`src/rtl/usb_fs_tx.sv`:
```
// Full-speed USB transmitter: byte stream in, SYNC + stuffed NRZI bits + EOP out.
// Line level is kept as NRZI level plus an SE0 flag; pads are derived from both.
module usb_fs_tx #(
    parameter int CLKS_PER_BIT = 4
) (
    input  logic       clk,
    input  logic       rst,
    input  logic       tx_valid,
    input  logic [7:0] tx_data,
    input  logic       tx_last,
    output logic       tx_ready,
    output logic       usb_dp,
    output logic       usb_dn,
    output logic       usb_oe,
    output logic       tx_busy,
    output logic       tx_done,
    output logic       tx_err
);

    localparam int CW = (CLKS_PER_BIT > 1) ? $clog2(CLKS_PER_BIT) : 1;

    typedef enum logic [1:0] {IDLE, SYNC, DATA, EOP} state_t;

    state_t        state_q, state_d;
    logic [CW-1:0] tick_cnt_q, tick_cnt_d;
    logic [3:0]    bit_cnt_q, bit_cnt_d;
    logic [2:0]    ones_q, ones_d;
    logic [6:0]    shift_q, shift_d;
    logic          last_q, last_d;
    logic          under_q, under_d;
    logic          lvl_q, lvl_d;
    logic          se0_q, se0_d;
    logic          oe_q, oe_d;
    logic          done_q, done_d;
    logic          err_q, err_d;
    logic          tick;
    logic          send_bit;
    logic          bit_val;

    always_ff @(posedge clk or negedge rst) begin
        if (!rst) begin
            state_q    <= IDLE;
            tick_cnt_q <= '0;
            bit_cnt_q  <= '0;
            ones_q     <= '0;
            shift_q    <= '0;
            last_q     <= 1'b0;
            under_q    <= 1'b0;
            lvl_q      <= 1'b1;
            se0_q      <= 1'b0;
            oe_q       <= 1'b0;
            done_q     <= 1'b0;
            err_q      <= 1'b0;
        end else begin
            state_q    <= state_d;
            tick_cnt_q <= tick_cnt_d;
            bit_cnt_q  <= bit_cnt_d;
            ones_q     <= ones_d;
            shift_q    <= shift_d;
            last_q     <= last_d;
            under_q    <= under_d;
            lvl_q      <= lvl_d;
            se0_q      <= se0_d;
            oe_q       <= oe_d;
            done_q     <= done_d;
            err_q      <= err_d;
        end
    end

    always_comb begin
        state_d    = state_q;
        tick_cnt_d = tick_cnt_q;
        bit_cnt_d  = bit_cnt_q;
        ones_d     = ones_q;
        shift_d    = shift_q;
        last_d     = last_q;
        under_d    = under_q;
        lvl_d      = lvl_q;
        se0_d      = se0_q;
        oe_d       = oe_q;
        done_d     = 1'b0;
        err_d      = 1'b0;
        tx_ready   = 1'b0;
        send_bit   = 1'b0;
        bit_val    = 1'b0;

        tick = (state_q != IDLE) && (tick_cnt_q == CW'(CLKS_PER_BIT - 1));
        if (state_q != IDLE)
            tick_cnt_d = tick ? '0 : tick_cnt_q + CW'(1);

        case (state_q)
            IDLE: begin
                if (tx_valid) begin
                    // SYNC is 8'h80 LSB first: its first bit goes out here, the rest via the shifter
                    state_d    = SYNC;
                    oe_d       = 1'b1;
                    tick_cnt_d = '0;
                    shift_d    = 7'h40;
                    bit_cnt_d  = 4'd1;
                    last_d     = 1'b0;
                    under_d    = 1'b0;
                    send_bit   = 1'b1;
                    bit_val    = 1'b0;
                end
            end
            SYNC, DATA: begin
                if (tick) begin
                    if (ones_q == 3'd6) begin
                        lvl_d  = ~lvl_q;
                        ones_d = '0;
                    end else if (bit_cnt_q == 4'd8) begin
                        if (last_q) begin
                            state_d   = EOP;
                            se0_d     = 1'b1;
                            bit_cnt_d = '0;
                        end else if (tx_valid) begin
                            state_d   = DATA;
                            tx_ready  = 1'b1;
                            send_bit  = 1'b1;
                            bit_val   = tx_data[0];
                            shift_d   = tx_data[7:1];
                            last_d    = tx_last;
                            bit_cnt_d = 4'd1;
                        end else begin
                            state_d   = EOP;
                            se0_d     = 1'b1;
                            bit_cnt_d = '0;
                            under_d   = 1'b1;
                        end
                    end else begin
                        send_bit  = 1'b1;
                        bit_val   = shift_q[0];
                        shift_d   = {1'b0, shift_q[6:1]};
                        bit_cnt_d = bit_cnt_q + 4'd1;
                    end
                end
            end
            EOP: begin
                if (tick) begin
                    case (bit_cnt_q)
                        4'd0: bit_cnt_d = 4'd1;
                        4'd1: begin
                            se0_d     = 1'b0;
                            lvl_d     = 1'b1;
                            bit_cnt_d = 4'd2;
                        end
                        default: begin
                            state_d   = IDLE;
                            oe_d      = 1'b0;
                            done_d    = ~under_q;
                            err_d     = under_q;
                            bit_cnt_d = '0;
                            ones_d    = '0;
                            shift_d   = '0;
                        end
                    endcase
                end
            end
            default: state_d = IDLE;
        endcase

        if (send_bit) begin
            if (bit_val) begin
                ones_d = ones_q + 3'd1;
            end else begin
                lvl_d  = ~lvl_q;
                ones_d = '0;
            end
        end
    end

    assign usb_dp  = ~se0_q & lvl_q;
    assign usb_dn  = ~se0_q & ~lvl_q;
    assign usb_oe  = oe_q;
    assign tx_busy = (state_q != IDLE);
    assign tx_done = done_q;
    assign tx_err  = err_q;

endmodule

```
`config.mk`:
```
export PLATFORM = sky130hd
export DESIGN_NAME = usb_fs_tx
export DESIGN_NICKNAME = d
export VERILOG_FILES = /design/src/rtl/usb_fs_tx.sv
export SDC_FILE = /design/constraint.sdc
export NUM_CORES = 1
export LEC_CHECK = 0
export BUFFER_PORTS_ARGS = -buffer_cell sky130_fd_sc_hd__clkbuf_2
export CELL_PAD_IN_SITES_DETAIL_PLACEMENT = 1
export CELL_PAD_IN_SITES_GLOBAL_PLACEMENT = 2
export CORE_ASPECT_RATIO = 1.1
export CORE_MARGIN = 10
export CORE_UTILIZATION = 36
export CTS_BUF_LIST = sky130_fd_sc_hd__clkbuf_4 sky130_fd_sc_hd__clkbuf_8 sky130_fd_sc_hd__clkbuf_16
export CTS_CLUSTER_DIAMETER = 30
export CTS_CLUSTER_SIZE = 20
export DETAILED_ROUTE_END_ITERATION = 6
export PLACE_DENSITY = 0.76
export SYNTH_ARGS = -nofsm -noshare
export SYNTH_HDL_FRONTEND = slang
export SYNTH_SLANG_ARGS = --single-unit
```
`constraint.sdc`:
```
create_clock -name clk -period 2.2 [get_ports clk]
set_input_delay 0.66 -clock clk [delete_from_list [all_inputs] [get_ports clk]]
set_output_delay 0.66 -clock clk [all_outputs]
set_load 0.01 [all_outputs]
```
==> flow_metrics.tcl, run 1 <==
set metrics [dict create \
    most-common-layout-cells "24 x sky130_fd_sc_hd__dfrtp_1, 19 x sky130_fd_sc_hd__nand2_1, 18 x sky130_fd_sc_hd__buf_4" \
    cts.reportedPaths.clkPinSlew_ps 90 \
    most_common_cell_after_layout_fill_and_taps_aside "sky130_fd_sc_hd__dfrtp_1" \
    post_dp_hpwl_um 3340 \
    r2r_setup_slack_ps 140 \
    wire_per_inst_um 17.7 \
    post_synth_inst_count 166 \
    met1Wirelength_um 1930 \
    synth_xor_xnor_area_share 0 \
    h-tree-depth 1 \
    die_w_um 83.1 \
    design_power_total_mw 2.40 \
    rsz0062_at_grt "true" \
    timing_worst_setup_path_type "register to primary output" \
    final.hold.worst_slack_ps 403 \
    num_vias 1408 \
    final_layout_size_suffix_gt1_frac 0.318 \
    router_iterations_before_antenna_repair 4 \
    synth-simple-area-share 0.179 \
    route.final.wire_length_um 4470 \
    multiplexer_share_of_the_synthesized_area 0.0848 \
    drc_errors 0 \
    pre_cts_slack_ps 35.9 \
    worstPathRequired_ps 1540 \
    cts_tree "built" \
    power_density_nw_per_um2 1250 \
    setup_total_negative_slack_ps -31.2 \
    io_pins 19 \
    max_cap_violations 0 \
    utilization 0.447 \
    vias_in_the_first_global_route 1501 \
    violations "setup timing" \
    cp-start-kind "register" \
    synth-edff-count 0 \
    hold_path_class "input port to asynchronous set/reset pin" \
    antenna_found_initial 0 \
    r2r_end "bit_cnt_q[3]$_DFFE_PN0P_" \
    crit_share_post_route 1.01 \
    largest_fanout_on_the_critical_path 5 \
    avg_synthesized_cell_area_um2 9.51 \
    cts_root_buf "sky130_fd_sc_hd__clkbuf_8" \
    clock_latency_ps 270 \
    final-setup-viol-count 1 \
    clock_tree.buffer_depth 2 \
    arrival_ps 1570 \
    cts_stage_hold_buffer_count 0 \
    maxSlewViolCount 0 \
    finalWorstPathRequiredPeriod_ps 2230 \
    grt_overflow 0 \
    final.setup_skew_ps 2.87 \
    post_synth_instance_area_um2 1580 \
    antenna_violating_nets_post_route 0 \
    hold_viol_final 0 \
    postSynthRegisterBits 25 \
    fp.dieH_um 89.5 \
    r2r_startpoint "state_q[1]$_DFFE_PN0P_" \
    net_count_after_synthesis 186 \
    finalWeightedCongestion 0.791 \
    antenna_cells 0 \
    grt_usage 0.122 \
    synth_top_flop_cell "sky130_fd_sc_hd__dfrtp_1" \
    grt_start_max_net_pins 26 \
    async_reset_ff_frac 1.00 \
    synth.lib_cells_used.distinct 45 \
    synth_top_cell_area_share 0.380 \
    achievable-frequency_mhz 448 \
    synth_fa_ha_area_frac 0.0634 \
    core_area_um2 4290 \
    finalNetCount 219 \
    clock-sinks 25 \
    cts_buffers 3 \
    synth_compound_gate_area_share 0.224 \
    synthesis.yosys.warnings 0 \
    slew-limit-headroom 0.499 \
    dr_wl_met3_um 193 \
    grt_first_pass_wirelength_um 7420 \
    status "finished with violations" \
    critPathCaptureType "primary output" \
    max_slew.worst_pin.slew_ps 742 \
    drt_first_iter_violations 135 \
    fin_ws_ps -31.2 \
    worst_r2r_path_depth 7 \
    power.ir.vdd_worst_mv 0.479 \
    floorplan.die_area_um2 7440 \
    synth_top_family_by_area "compound AO/OA/AOI/OAI gates" \
    synth_sequential_area_ratio 0.397 \
    cell_types_with_the_largest_area_share_after_synthesis "sky130_fd_sc_hd__dfrtp_1 38%, sky130_fd_sc_hd__ha_1 6.3%, sky130_fd_sc_hd__mux2_2 5.0%" \
    met2_routed_wl_um 2270 \
    power_leakage_nw 0.847 \
    post-synth-top-area-cell "sky130_fd_sc_hd__dfrtp_1" \
    rows 25 \
    top_signal_layer_used "met4" \
    synthToLayoutAreaGrowth_pct 21.3 \
    route.detailed.vias_per_inst 5.59 \
    port-buffer-count 18 \
    initial_util 0.368 \
]
==> final cells by class <==
type | count | area [um^2]
timing repair buffer | 36 | 225
inverter | 11 | 41.3
clock buffer | 4 | 48.8
fill | 507 | 2370
multi-input combinational | 122 | 906
tap | 54 | 67.6
sequential | 25 | 627
==> registers in the layout (all words and copies together) (netlist names), 2 cells and up <==
name,cells
ones_q,3
state_q,2
bit_cnt_q,4
tick_cnt_q,2
shift_q,7
==> worst max-delay path by stage <==
stage	startpoint	to	cells past startpoint
6_report	state_q[1]$_DFFE_PN0P_	tx_ready	6
5_1_grt	state_q[1]$_DFFE_PN0P_	tx_ready	6
4_1_cts	state_q[0]$_DFFE_PN0P_	tx_ready	6
3_5_place_dp	state_q[1]$_DFFE_PN0P_	tx_ready	6
3_3_place_gp	state_q[1]$_DFFE_PN0P_	tx_ready	6
2_1_floorplan	state_q[0]$_DFFE_PN0P_	tx_ready	6
==> layer usage <==
metal	track usage	vias up
li1	-	672
met1	0.133	690
met2	0.230	37
met3	0.0219	9
met4	0.0526	0
met5	0	-
==> cells by family (layout without fill, tap and decap cells) <==
kind of cell	after synthesis	in the layout
fa+ha+maj	8	8
flops	25	25
buf+inv	19	51
mux	12	12
compound gates	45	45
simple gates	57	57
==> metrics by stage <==
step / std cells / cell area [um^2]
3_3_place_gp: 240 / 1770
6_report: 252 / 1920
4_1_cts: 250 / 1900
3_5_place_dp: 240 / 1770
5_1_grt: 252 / 1920
2_1_floorplan: 166 / 1580
==> where the power goes <==
group          switching [mW]  total [mW]  leakage [nW]  internal, mW
Sequential              0.113       0.707         0.320         0.594
Clock                   0.156       0.299        0.0262         0.142
Combinational           0.759        1.39         0.501         0.634
Total                    1.03        2.40         0.847          1.37
==> worst max-delay path, cell delays in order (launching register included) <==
cell and delay (ps):
sky130_fd_sc_hd__dfrtp_1 390, sky130_fd_sc_hd__inv_2 60, sky130_fd_sc_hd__ha_4 290, sky130_fd_sc_hd__nor2b_4 160, sky130_fd_sc_hd__nand3_2 110, sky130_fd_sc_hd__nor3_2 120
sky130_fd_sc_hd__buf_2 150
==> what timing repair did <==
| item | in CTS | in global routing |
|---|---|---|
| resized for setup | 9 | 3 |
| hold endpoints to repair | 0 | 0 |
| cloned | 0 | 0 |
| buffers inserted | 6 | 2 |
| pin swaps | 3 | 0 |
| setup endpoints to repair | 1 | 1 |
==> cell usage after synthesis, types with 2 or more instances <==
cell	instances
sky130_fd_sc_hd__dfrtp_1	24
sky130_fd_sc_hd__nand2_1	20
sky130_fd_sc_hd__inv_1	11
sky130_fd_sc_hd__nor2_1	10
sky130_fd_sc_hd__a21oi_1	8
sky130_fd_sc_hd__ha_1	8
sky130_fd_sc_hd__mux2_2	7
sky130_fd_sc_hd__o21ai_0	7
sky130_fd_sc_hd__nand3_1	6
sky130_fd_sc_hd__clkbuf_1	5
sky130_fd_sc_hd__nand2b_1	5
sky130_fd_sc_hd__nor2b_1	5
sky130_fd_sc_hd__mux2i_1	4
sky130_fd_sc_hd__a22o_1	3
sky130_fd_sc_hd__and3_1	3
sky130_fd_sc_hd__o31ai_1	3
sky130_fd_sc_hd__o41ai_1	3
sky130_fd_sc_hd__a31oi_1	2
sky130_fd_sc_hd__a32oi_1	2
sky130_fd_sc_hd__and3b_1	2
sky130_fd_sc_hd__buf_2	2
sky130_fd_sc_hd__nand3b_1	2
sky130_fd_sc_hd__o2111ai_1	2
No activity file was read; power rests on OpenSTA's default activity.
==> run 2: changes to the inputs <==
--- a/config.mk
+++ b/config.mk
@@ -13,8 +13,9 @@
 export CORE_UTILIZATION = 36
 export CTS_BUF_LIST = sky130_fd_sc_hd__clkbuf_4 sky130_fd_sc_hd__clkbuf_8 sky130_fd_sc_hd__clkbuf_16
 export CTS_CLUSTER_DIAMETER = 30
-export CTS_CLUSTER_SIZE = 20
+export CTS_CLUSTER_SIZE = 14
 export DETAILED_ROUTE_END_ITERATION = 6
+export MAX_ROUTING_LAYER = met4
 export PLACE_DENSITY = 0.76
 export SYNTH_ARGS = -nofsm -noshare
 export SYNTH_HDL_FRONTEND = slang
==> run 2 against run 1 <==
Net effect:
- final area did not move
- utilization unchanged
- setup slack got worse by 1.8 ps
- the run still ends with setup timing left
- count of clock-buffer cells in the layout is the same
- die area stayed put
- critical path depth unchanged
- largest power group unchanged
- routed wire length shrank 0.94%
- worst hold slack lost 3.4 ps
- critical path type unchanged
- clock power is essentially flat
- highest routed layer unchanged
==> flow_metrics.tcl, run 2 (synthesis results as in run 1) <==
set metrics [dict create \
    violations "setup timing" \
    slew-limit-headroom 0.506 \
    cts_buffers 3 \
    drc_errors 0 \
    finalWorstPathRequiredPeriod_ps 2230 \
    cts_tree "built" \
    critical-path-slowest-cell "sky130_fd_sc_hd__dfrtp_1" \
    num_vias 1405 \
    port-buffer-count 18 \
    router_iterations_before_antenna_repair 4 \
    hold_viol_final 0 \
    rsz0062_at_grt "true" \
    cts_stage_hold_buffer_count 0 \
    finalWeightedCongestion 0.802 \
    grt_usage 0.126 \
    fin_ws_ps -33.0 \
    finalNetCount 219 \
    layout.filler_cells 507 \
    antenna_violating_nets_post_route 0 \
    cts.reportedPaths.clkPinSlew_ps 90 \
    die_w_um 83.1 \
    timing_worst_setup_path_type "register to primary output" \
    antenna_cells 0 \
    grt_util_met2 0.230 \
    gr-max-usage-layer "met2" \
    cts_root_buf "sky130_fd_sc_hd__clkbuf_8" \
    power_leakage_nw 0.847 \
    power_density_nw_per_um2 1250 \
    most-common-layout-cells "24 x sky130_fd_sc_hd__dfrtp_1, 19 x sky130_fd_sc_hd__nand2_1, 18 x sky130_fd_sc_hd__buf_4" \
    registers.top_by_ff_count "shift_q" \
    crit_path_cell_trace "inv_2 > ha_4 > nor2b_4 > nand3_2 > nor3_2 > buf_2" \
    drt_first_iter_violations 124 \
    met1_usage 0.134 \
    final_layout_size_suffix_gt1_frac 0.318 \
    largest_fanout_on_the_critical_path 5 \
    cp-start-kind "register" \
    clock_tree.buffer_depth 2 \
    maxSlewViolCount 0 \
    io_pins 19 \
    design_power_total_mw 2.40 \
    core_area_um2 4290 \
    vias_in_the_first_global_route 1496 \
    timing.critical_path.slowest_cell_delay_ps 390 \
    final-setup-viol-count 1 \
    final.setup_skew_ps 2.52 \
    power.ir.vdd_worst_mv 0.479 \
    floorplan.die_area_um2 7440 \
    route.detailed.vias_per_inst 5.58 \
    achievable-frequency_mhz 448 \
    r2r_setup_slack_ps 150 \
    most_common_cell_after_layout_fill_and_taps_aside "sky130_fd_sc_hd__dfrtp_1" \
    finalInstanceArea_um2 1920 \
    max_slew.worst_pin.slew_ps 732 \
    synthToLayoutAreaGrowth_pct 21.3 \
    post_dp_hpwl_um 3340 \
    max_cap_violations 0 \
    route.final.wire_length_um 4430 \
    fp.dieH_um 89.5 \
    grt_first_pass_wirelength_um 7430 \
    initial_util 0.368 \
    status "finished with violations" \
    reg_top3 "shift_q: 7 flops, bit_cnt_q: 4 flops, ones_q: 3 flops" \
    critPathCaptureType "primary output" \
    largest_register_ffs 7 \
    setup_total_negative_slack_ps -33.0 \
    h-tree-depth 1 \
    placedInstanceArea_um2 1770 \
    arrival_ps 1570 \
    clock-sinks 25 \
    grt_overflow 0 \
    clock_latency_ps 270 \
    worstPathRequired_ps 1540 \
    wire_per_inst_um 17.6 \
    hold_path_class "input port to asynchronous set/reset pin" \
    grt_start_max_net_pins 26 \
    crit_share_post_route 1.02 \
    rows 25 \
    grtUsageMet3 0.0201 \
    antenna_found_initial 0 \
]
==> run 2: cell counts in the layout (fill, tap and decap cells not counted) <==
Identical to the previous run, type by type.
==> run 2: stage by stage <==
stage / hold WS, ps / worst slack, ps / utilization / std cells
floorplan: 364 / 28.4 / - / 166
global placement: 464 / 141 / 0.413 / 240
detailed placement: 479 / 35.9 / 0.413 / 240
CTS: 426 / 0.287 / 0.443 / 250
global route: 445 / -107 / 0.447 / 252
finish: 399 / -33.0 / 0.447 / 252
==> run 2: power breakdown <==
group	internal, mW	switching [mW]	total [mW]	leakage, nW
clock network	0.142	0.156	0.299	0.0262
registers	0.594	0.112	0.706	0.320
logic	0.633	0.757	1.39	0.501
total	1.37	1.03	2.40	0.847
==> run 2: path summary, 6_finish.rpt <==
| check | startpoint | to | depth (start not counted) |
|---|---|---|---|
| worst max register to register | state_q[1]$_DFFE_PN0P_ | bit_cnt_q[3]$_DFFE_PN0P_ | 7 |
| worst max-delay path | state_q[1]$_DFFE_PN0P_ | tx_ready | 6 |
| worst min-delay path | rst | tx_done$_DFF_PN0_ | 1 |
| min in group clk | tick_cnt_q[0]$_DFF_PN0_ | tick_cnt_q[0]$_DFF_PN0_ | 1 |
| worst min register to register | tick_cnt_q[0]$_DFF_PN0_ | tick_cnt_q[0]$_DFF_PN0_ | 1 |
| max in group asynchronous | rst | shift_q[2]$_DFFE_PN0P_ | 1 |
==> run 2: worst max-delay path, delay by kind of cell (launching register included) <==
family                   cells  cell delay, ps
flip-flops                   1             390
AND/OR/NAND/NOR              3             390
adder cells (fa/ha/maj)      1             290
buffers and inverters        2             210
==> run 2: metal layers <==
layer | part of all wire | vias to the layer above
li1 | - | 671
met1 | 0.44 | 686
met2 | 0.50 | 37
met3 | 0.034 | 11
met4 | 0.022 | 0
met5 | 0 | -
==> run 2: cell type report <==
class | instances | area (um^2) | area share
tap | 54 | 67.6 | 0.0353
multi-input combinational | 122 | 906 | 0.473
clock buffer | 4 | 48.8 | 0.0255
sequential | 25 | 627 | 0.327
timing repair buffer | 36 | 225 | 0.118
inverter | 11 | 41.3 | 0.0216
==> run 2: timing repair <==
item / CTS / global route
pin swaps: 3 / 0
gates resized for setup: 9 / 3
endpoints found under the setup margin: 1 / 1
buffers inserted: 6 / 2
cloned: 0 / 0
